## config.mk

```make
export PLATFORM = sky130hd
export DESIGN_NAME = queue_writer
export DESIGN_NICKNAME = d
export VERILOG_FILES = /design/src/rtl/queue_pkg.sv /design/src/rtl/sync_ff.sv /design/src/rtl/queue_writer.sv
export SDC_FILE = /design/constraint.sdc
export NUM_CORES = 1
export LEC_CHECK = 0
export CORE_MARGIN = 3
export CORE_UTILIZATION = 40
export DETAILED_ROUTE_END_ITERATION = 10
export PLACE_DENSITY = 0.76
export SKIP_CTS_REPAIR_TIMING = 1
export SYNTH_ARGS = -nofsm -noshare
export SYNTH_HDL_FRONTEND = slang
export SYNTH_SLANG_ARGS = --single-unit
```

## constraint.sdc

```tcl
create_clock -name clk_10khz -period 1.95 [get_ports clk_10khz]
set_input_delay 0.2925 -clock clk_10khz [delete_from_list [all_inputs] [get_ports clk_10khz]]
set_output_delay 0.2925 -clock clk_10khz [all_outputs]
set_load 0.005 [all_outputs]
```

## src/rtl/queue_pkg.sv

```systemverilog
// ----------------------------------------------------------------------------
// queue_pkg
//  Shared widths and the writer FSM state type for the clk_10khz byte queue.
//  DATA_W  : queue byte width
//  Q_DEPTH : queue capacity (q_len == Q_DEPTH means full)
//  LEN_W   : width of the queue occupancy bus (holds 0..Q_DEPTH)
// ----------------------------------------------------------------------------
package queue_pkg;
   localparam int DATA_W  = 8;
   localparam int Q_DEPTH = 8;
   localparam int LEN_W   = 4;

   typedef enum logic [1:0] {
      IDLE     = 2'd0,
      ENQ      = 2'd1,
      WAIT_ACK = 2'd2,
      BACKOFF  = 2'd3
   } qw_state_t;
endpackage

```

## src/rtl/sync_ff.sv

```systemverilog
// ----------------------------------------------------------------------------
// sync_ff
//  STAGES-flop synchronizer for a single asynchronous level (a request toggle).
//  clk_10khz : destination clock
//  reset     : asynchronous, active-high; clears every stage
//  d_i       : asynchronous input
//  q_o       : synchronized output (last stage)
// ----------------------------------------------------------------------------
module sync_ff #(
   parameter int STAGES = 2
) (
   input  logic clk_10khz,
   input  logic reset,
   input  logic d_i,
   output logic q_o
);
   logic [STAGES-1:0] sync_q;

   always_ff @(posedge clk_10khz or posedge reset) begin
      if (reset) sync_q <= '0;
      else       sync_q <= {sync_q[STAGES-2:0], d_i};
   end

   assign q_o = sync_q[STAGES-1];
endmodule

```

## src/rtl/queue_writer.sv

```systemverilog
// ----------------------------------------------------------------------------
// queue_writer
//  Takes bytes from a producer in another clock domain (toggle handshake) and
//  pushes them into the 8-deep byte queue with single-cycle enqueue strobes.
//  Retries while the queue rejects, dropping (and counting) the byte once the
//  retry budget is spent.
//  clk_10khz   : queue-domain clock
//  reset       : asynchronous, active-high
//  src_data    : producer byte, stable while a request is outstanding
//  src_req_tgl : producer request toggle (asynchronous)
//  src_ack_tgl : completion toggle back to producer (accepted or dropped)
//  q_data      : byte presented to the queue
//  q_enqueue   : one-cycle enqueue strobe
//  q_ack       : queue's registered ack, high the cycle after acceptance
//  q_len       : queue occupancy
//  busy        : high whenever the FSM is not idle
//  drop_pulse  : one-cycle pulse per dropped byte
//  drop_cnt    : saturating dropped-byte count
// ----------------------------------------------------------------------------
module queue_writer #(
   parameter int          SYNC_STAGES = 2,
   parameter int          Q_DEPTH     = queue_pkg::Q_DEPTH,
   parameter int          RETRY_GAP   = 4,
   parameter int unsigned MAX_RETRIES = 15
) (
   input  logic                          clk_10khz,
   input  logic                          reset,
   input  logic [queue_pkg::DATA_W-1:0]  src_data,
   input  logic                          src_req_tgl,
   output logic                          src_ack_tgl,
   output logic [queue_pkg::DATA_W-1:0]  q_data,
   output logic                          q_enqueue,
   input  logic                          q_ack,
   input  logic [queue_pkg::LEN_W-1:0]   q_len,
   output logic                          busy,
   output logic                          drop_pulse,
   output logic [7:0]                    drop_cnt
);
   import queue_pkg::*;

   localparam int RW = (MAX_RETRIES < 2) ? 1 : $clog2(MAX_RETRIES + 1);
   localparam int GW = (RETRY_GAP < 2) ? 1 : $clog2(RETRY_GAP + 1);

   qw_state_t         state_q, state_d;
   logic              req_sync, pending;
   logic              req_seen_q, req_seen_d;
   logic [DATA_W-1:0] data_q, data_d;
   logic              ack_tgl_q, ack_tgl_d;
   logic              enq_q, enq_d;
   logic              busy_q, busy_d;
   logic              drop_q, drop_d;
   logic [7:0]        drop_cnt_q, drop_cnt_d;
   logic [RW-1:0]     retry_q, retry_d;
   logic [GW-1:0]     gap_q, gap_d;
   logic [RW:0]       retry_inc;
   logic              has_room;

   sync_ff #(.STAGES(SYNC_STAGES)) u_req_sync (
      .clk_10khz (clk_10khz),
      .reset     (reset),
      .d_i       (src_req_tgl),
      .q_o       (req_sync)
   );

   // A request is outstanding while the synchronized toggle differs from
   // the last value we consumed.
   assign pending   = req_sync ^ req_seen_q;
   // Occupancy only pre-filters attempts; the queue's ack has the final say.
   assign has_room  = (q_len < LEN_W'(Q_DEPTH));
   assign retry_inc = {1'b0, retry_q} + (RW+1)'(1);

   always_comb begin
      state_d    = state_q;
      req_seen_d = req_seen_q;
      data_d     = data_q;
      ack_tgl_d  = ack_tgl_q;
      enq_d      = 1'b0;
      drop_d     = 1'b0;
      drop_cnt_d = drop_cnt_q;
      retry_d    = retry_q;
      gap_d      = gap_q;
      unique case (state_q)
         IDLE: begin
            if (pending) begin
               data_d     = src_data;
               req_seen_d = req_sync;
               retry_d    = '0;
               if (has_room) begin
                  state_d = ENQ;
                  enq_d   = 1'b1;
               end else begin
                  state_d = BACKOFF;
                  gap_d   = GW'(RETRY_GAP);
               end
            end
         end
         ENQ: state_d = WAIT_ACK;
         WAIT_ACK: begin
            if (q_ack) begin
               ack_tgl_d = ~ack_tgl_q;
               state_d   = IDLE;
            end else if (MAX_RETRIES != 0 && retry_inc == (RW+1)'(MAX_RETRIES)) begin
               drop_d     = 1'b1;
               drop_cnt_d = (drop_cnt_q == 8'hFF) ? drop_cnt_q : drop_cnt_q + 8'd1;
               ack_tgl_d  = ~ack_tgl_q;
               state_d    = IDLE;
            end else begin
               retry_d = retry_inc[RW-1:0];
               gap_d   = GW'(RETRY_GAP);
               state_d = BACKOFF;
            end
         end
         BACKOFF: begin
            if (gap_q <= GW'(1)) begin
               // Gap expired: try again, or wait another gap without
               // charging a retry if the queue is still full.
               if (has_room) begin
                  gap_d   = '0;
                  enq_d   = 1'b1;
                  state_d = ENQ;
               end else begin
                  gap_d = GW'(RETRY_GAP);
               end
            end else begin
               gap_d = gap_q - GW'(1);
            end
         end
         default: state_d = IDLE;
      endcase
      busy_d = (state_d != IDLE);
   end

   always_ff @(posedge clk_10khz or posedge reset) begin
      if (reset) begin
         state_q    <= IDLE;
         req_seen_q <= 1'b0;
         data_q     <= '0;
         ack_tgl_q  <= 1'b0;
         enq_q      <= 1'b0;
         busy_q     <= 1'b0;
         drop_q     <= 1'b0;
         drop_cnt_q <= '0;
         retry_q    <= '0;
         gap_q      <= '0;
      end else begin
         state_q    <= state_d;
         req_seen_q <= req_seen_d;
         data_q     <= data_d;
         ack_tgl_q  <= ack_tgl_d;
         enq_q      <= enq_d;
         busy_q     <= busy_d;
         drop_q     <= drop_d;
         drop_cnt_q <= drop_cnt_d;
         retry_q    <= retry_d;
         gap_q      <= gap_d;
      end
   end

   assign src_ack_tgl = ack_tgl_q;
   assign q_data      = data_q;
   assign q_enqueue   = enq_q;
   assign busy        = busy_q;
   assign drop_pulse  = drop_q;
   assign drop_cnt    = drop_cnt_q;
endmodule
```

==> metrics <==
status finished, violations left; failing checks negative setup slack; final number of hold-violating endpoints 0; register area share after synthesis 51.1%; min-delay worst type reg2reg; Synth top cells by count dfrtp_1, mux2_2, inv_1, nand2_1, nand3_1; Pwr per Cell Area 1240 nW/µm²; register bit total from synthesis 32; CTS tree built; Net Count, Synth 166; max-cap violations 0; Yosys cell types 34; final setup vio count 5; # diodes 0; Slew @ Worst Pin 0.614 ns; Clock Path Buffers 2; vias in the first global route 1267; worst-path maximum fanout 4; Mapped Cells 141; top-count cell post-synth dfrtp_1; Critical Path RT 2.12 ns; period utilization 106%; antenna viol nets, final 0; Clock Sink Count 32; antenna violations before repair 0; FF-to-FF path depth 6; GRT Overall Usage 16.1%; Port Buffers 32; Yosys top cell by area dfrtp_1; Skew-Pair Late Insertion Delay 0.28 ns; Clock Skews 0.00547 ns; WHS 0.349 ns; drt wl/cell 14.5 µm; largest net degree at the start of global routing 33; ys async rst share 100%; end point of the critical path gap_q[0]$_DFFE_PP0P_; CP Cell Sequence ha_2, nor2b_4, a21o_1, a211o_1, a221oi_4, mux2_2; Core Area 3720 µm²; # rows 22; first-pass iteration count of the detailed router 4; CP endpoint kind flip-flop; RSZ-0062 raised after global routing true; Die Area 4710 µm²; Syn. warnings 0; VDD IR max 661 µV; dpl cells 230; share of cells above drive strength 1 19.6%; Slew Limit Headroom 59.0%; Residual DRC 0; Die H 68.6 µm; fmax 483 MHz; CP Depth 6; CP Launch Point retry_q[1]$_DFFE_PP0P_; Ports 36; CTS root buffer clkbuf_8; synthesized cell area 1570 µm²; R2R Setup Slk -0.12 ns; H-tree Lvls 2; slowest stage delay, CP 0.41 ns; vias per cell 5.27; Area Overhead vs Synth 37.0%; reg-to-reg endpoint gap_q[0]$_DFFE_PP0P_; Main synth FF type dfrtp_1; post-route insts no fill 237; Nets 214; number of synthesized flops with an enable pin 0; reg2reg start retry_q[1]$_DFFE_PP0P_; Setup WS post-layout -0.121 ns; post-synthesis average cell area 11.1 µm²; TritonCTS Buffers 5; chip width 68.6 µm; design area 2150 µm²; delay-heaviest family, CP compound AO/OA/AOI/OAI gates; placed instance area 2030 µm²; startpoint types flip-flop; routability cong. 0.835; crit path buf inv count 0; slowest stage cell, crit path dfrtp_1; DRT Wirelength 3430 µm; Congestion Overflow GR 0; via count 1250; Yosys top cell area share 51.1%; LEAKAGE 0.978 nW; first-pass GRT wire length 5500 µm; pre-CTS WS -0.126 ns; 1st-iter DRT viols 75; Period minus WS final 2.07 ns; Reg clk slew, reported paths 0.06 ns; dpl hpwl 2610 µm; worst setup path class reg2reg; total power draw 0.00265 W; Slew Viols, Final 0; top cells by area, synth dfrtp_1, mux2_2, ha_1; CP arrival 2.24 ns; Initial Util 42.2%
==> stage by stage <==
step           setup TNS [ns]  util [%]
2_1_floorplan         -0.0619         -
3_3_place_gp           -0.127      54.6
3_5_place_dp           -0.522      54.6
4_1_cts                -0.412      56.7
5_1_grt                 -1.45      57.8
6_report               -0.337      57.8
==> worst min-delay path by stage <==
stage,startpoint,end,slack (ns),cells after the start
CTS,u_req_sync.sync_q[0]$_DFF_PP0_,u_req_sync.sync_q[1]$_DFF_PP0_,0.35,0
global route,u_req_sync.sync_q[0]$_DFF_PP0_,u_req_sync.sync_q[1]$_DFF_PP0_,0.36,0
floorplan,src_req_tgl,u_req_sync.sync_q[0]$_DFF_PP0_,0.32,0
global placement,u_req_sync.sync_q[0]$_DFF_PP0_,u_req_sync.sync_q[1]$_DFF_PP0_,0.33,0
detailed placement,u_req_sync.sync_q[0]$_DFF_PP0_,u_req_sync.sync_q[1]$_DFF_PP0_,0.34,0
finish,u_req_sync.sync_q[0]$_DFF_PP0_,u_req_sync.sync_q[1]$_DFF_PP0_,0.35,0
==> layer usage <==
metal  track usage (%)  share of wire [%]  routed length, µm  up-vias
met3              5.83                5.6                193        4
met4              5.96                1.2                 41        0
li1                  -                  -                  -      589
met1              19.1                 41               1390      618
met2              26.5                 52               1800       39
met5                 0                  0                  0        -
==> power breakdown <==
group,switching (W),internal (W),total (W)
registers,0.000127,0.000854,0.000981
clock network,0.000234,0.000242,0.000476
logic,0.000535,0.000660,0.00119
total,0.000896,0.00176,0.00265
==> final cells by class <==
cell class / count / area (µm²)
inverter: 11 / 41.3
sequential: 32 / 801
tap: 48 / 60.1
clock buffer: 6 / 72.6
fill: 312 / 1570
multi-input combinational: 97 / 772
clock inverter: 1 / 5.00
timing repair buffer: 42 / 395
==> registers in the layout, indices dropped and copies added (netlist names) <==
register	flops
gap_q	3
busy	1
drop_pulse	1
req_seen_q	1
retry_q	4
u_req_sync.sync_q	2
drop_cnt	8
q_enqueue	1
state_q	2
src_ack_tgl	1
q_data	8
==> placed cells by master, fill, tap and decap left out, types with 2 or more instances in the layout <==
cell / netlist / final
nor3_1: 3 / 2
nor2_1: 7 / 7
clkdlybuf4s50_1: 0 / 32
o22ai_1: 2 / 2
o31ai_1: 2 / 2
a21oi_1: 3 / 2
buf_4: 0 / 10
o21ai_0: 4 / 4
nand2b_1: 3 / 3
inv_1: 11 / 11
ha_1: 9 / 8
xor2_1: 7 / 7
nor4_1: 3 / 3
mux2_2: 13 / 13
nand2_1: 11 / 11
dfrtp_1: 32 / 32
clkbuf_8: 0 / 5
xnor2_1: 2 / 2
nand3_1: 10 / 10
==> worst reg2reg max path, cell delays in order, from the launching register on <==
cell      delay [ns]
dfrtp_1         0.41
ha_2            0.21
nor2b_4         0.13
a21o_1          0.18
a211o_1         0.30
a221oi_4        0.34
mux2_2          0.38
==> logic make-up after synthesis <==
logic type               Yosys count  synth area share, %
AO/OA/AOI/OAI                     21                 9.98
XOR/XNOR                           9                 5.03
adder cells (fa/ha/maj)            9                 7.18
buffers and inverters             12                 2.87
flip-flops                        32                 51.1
multiplexers                      14                 9.98
AND/OR/NAND/NOR                   44                 13.9
(Power assumes the default switching activity.)
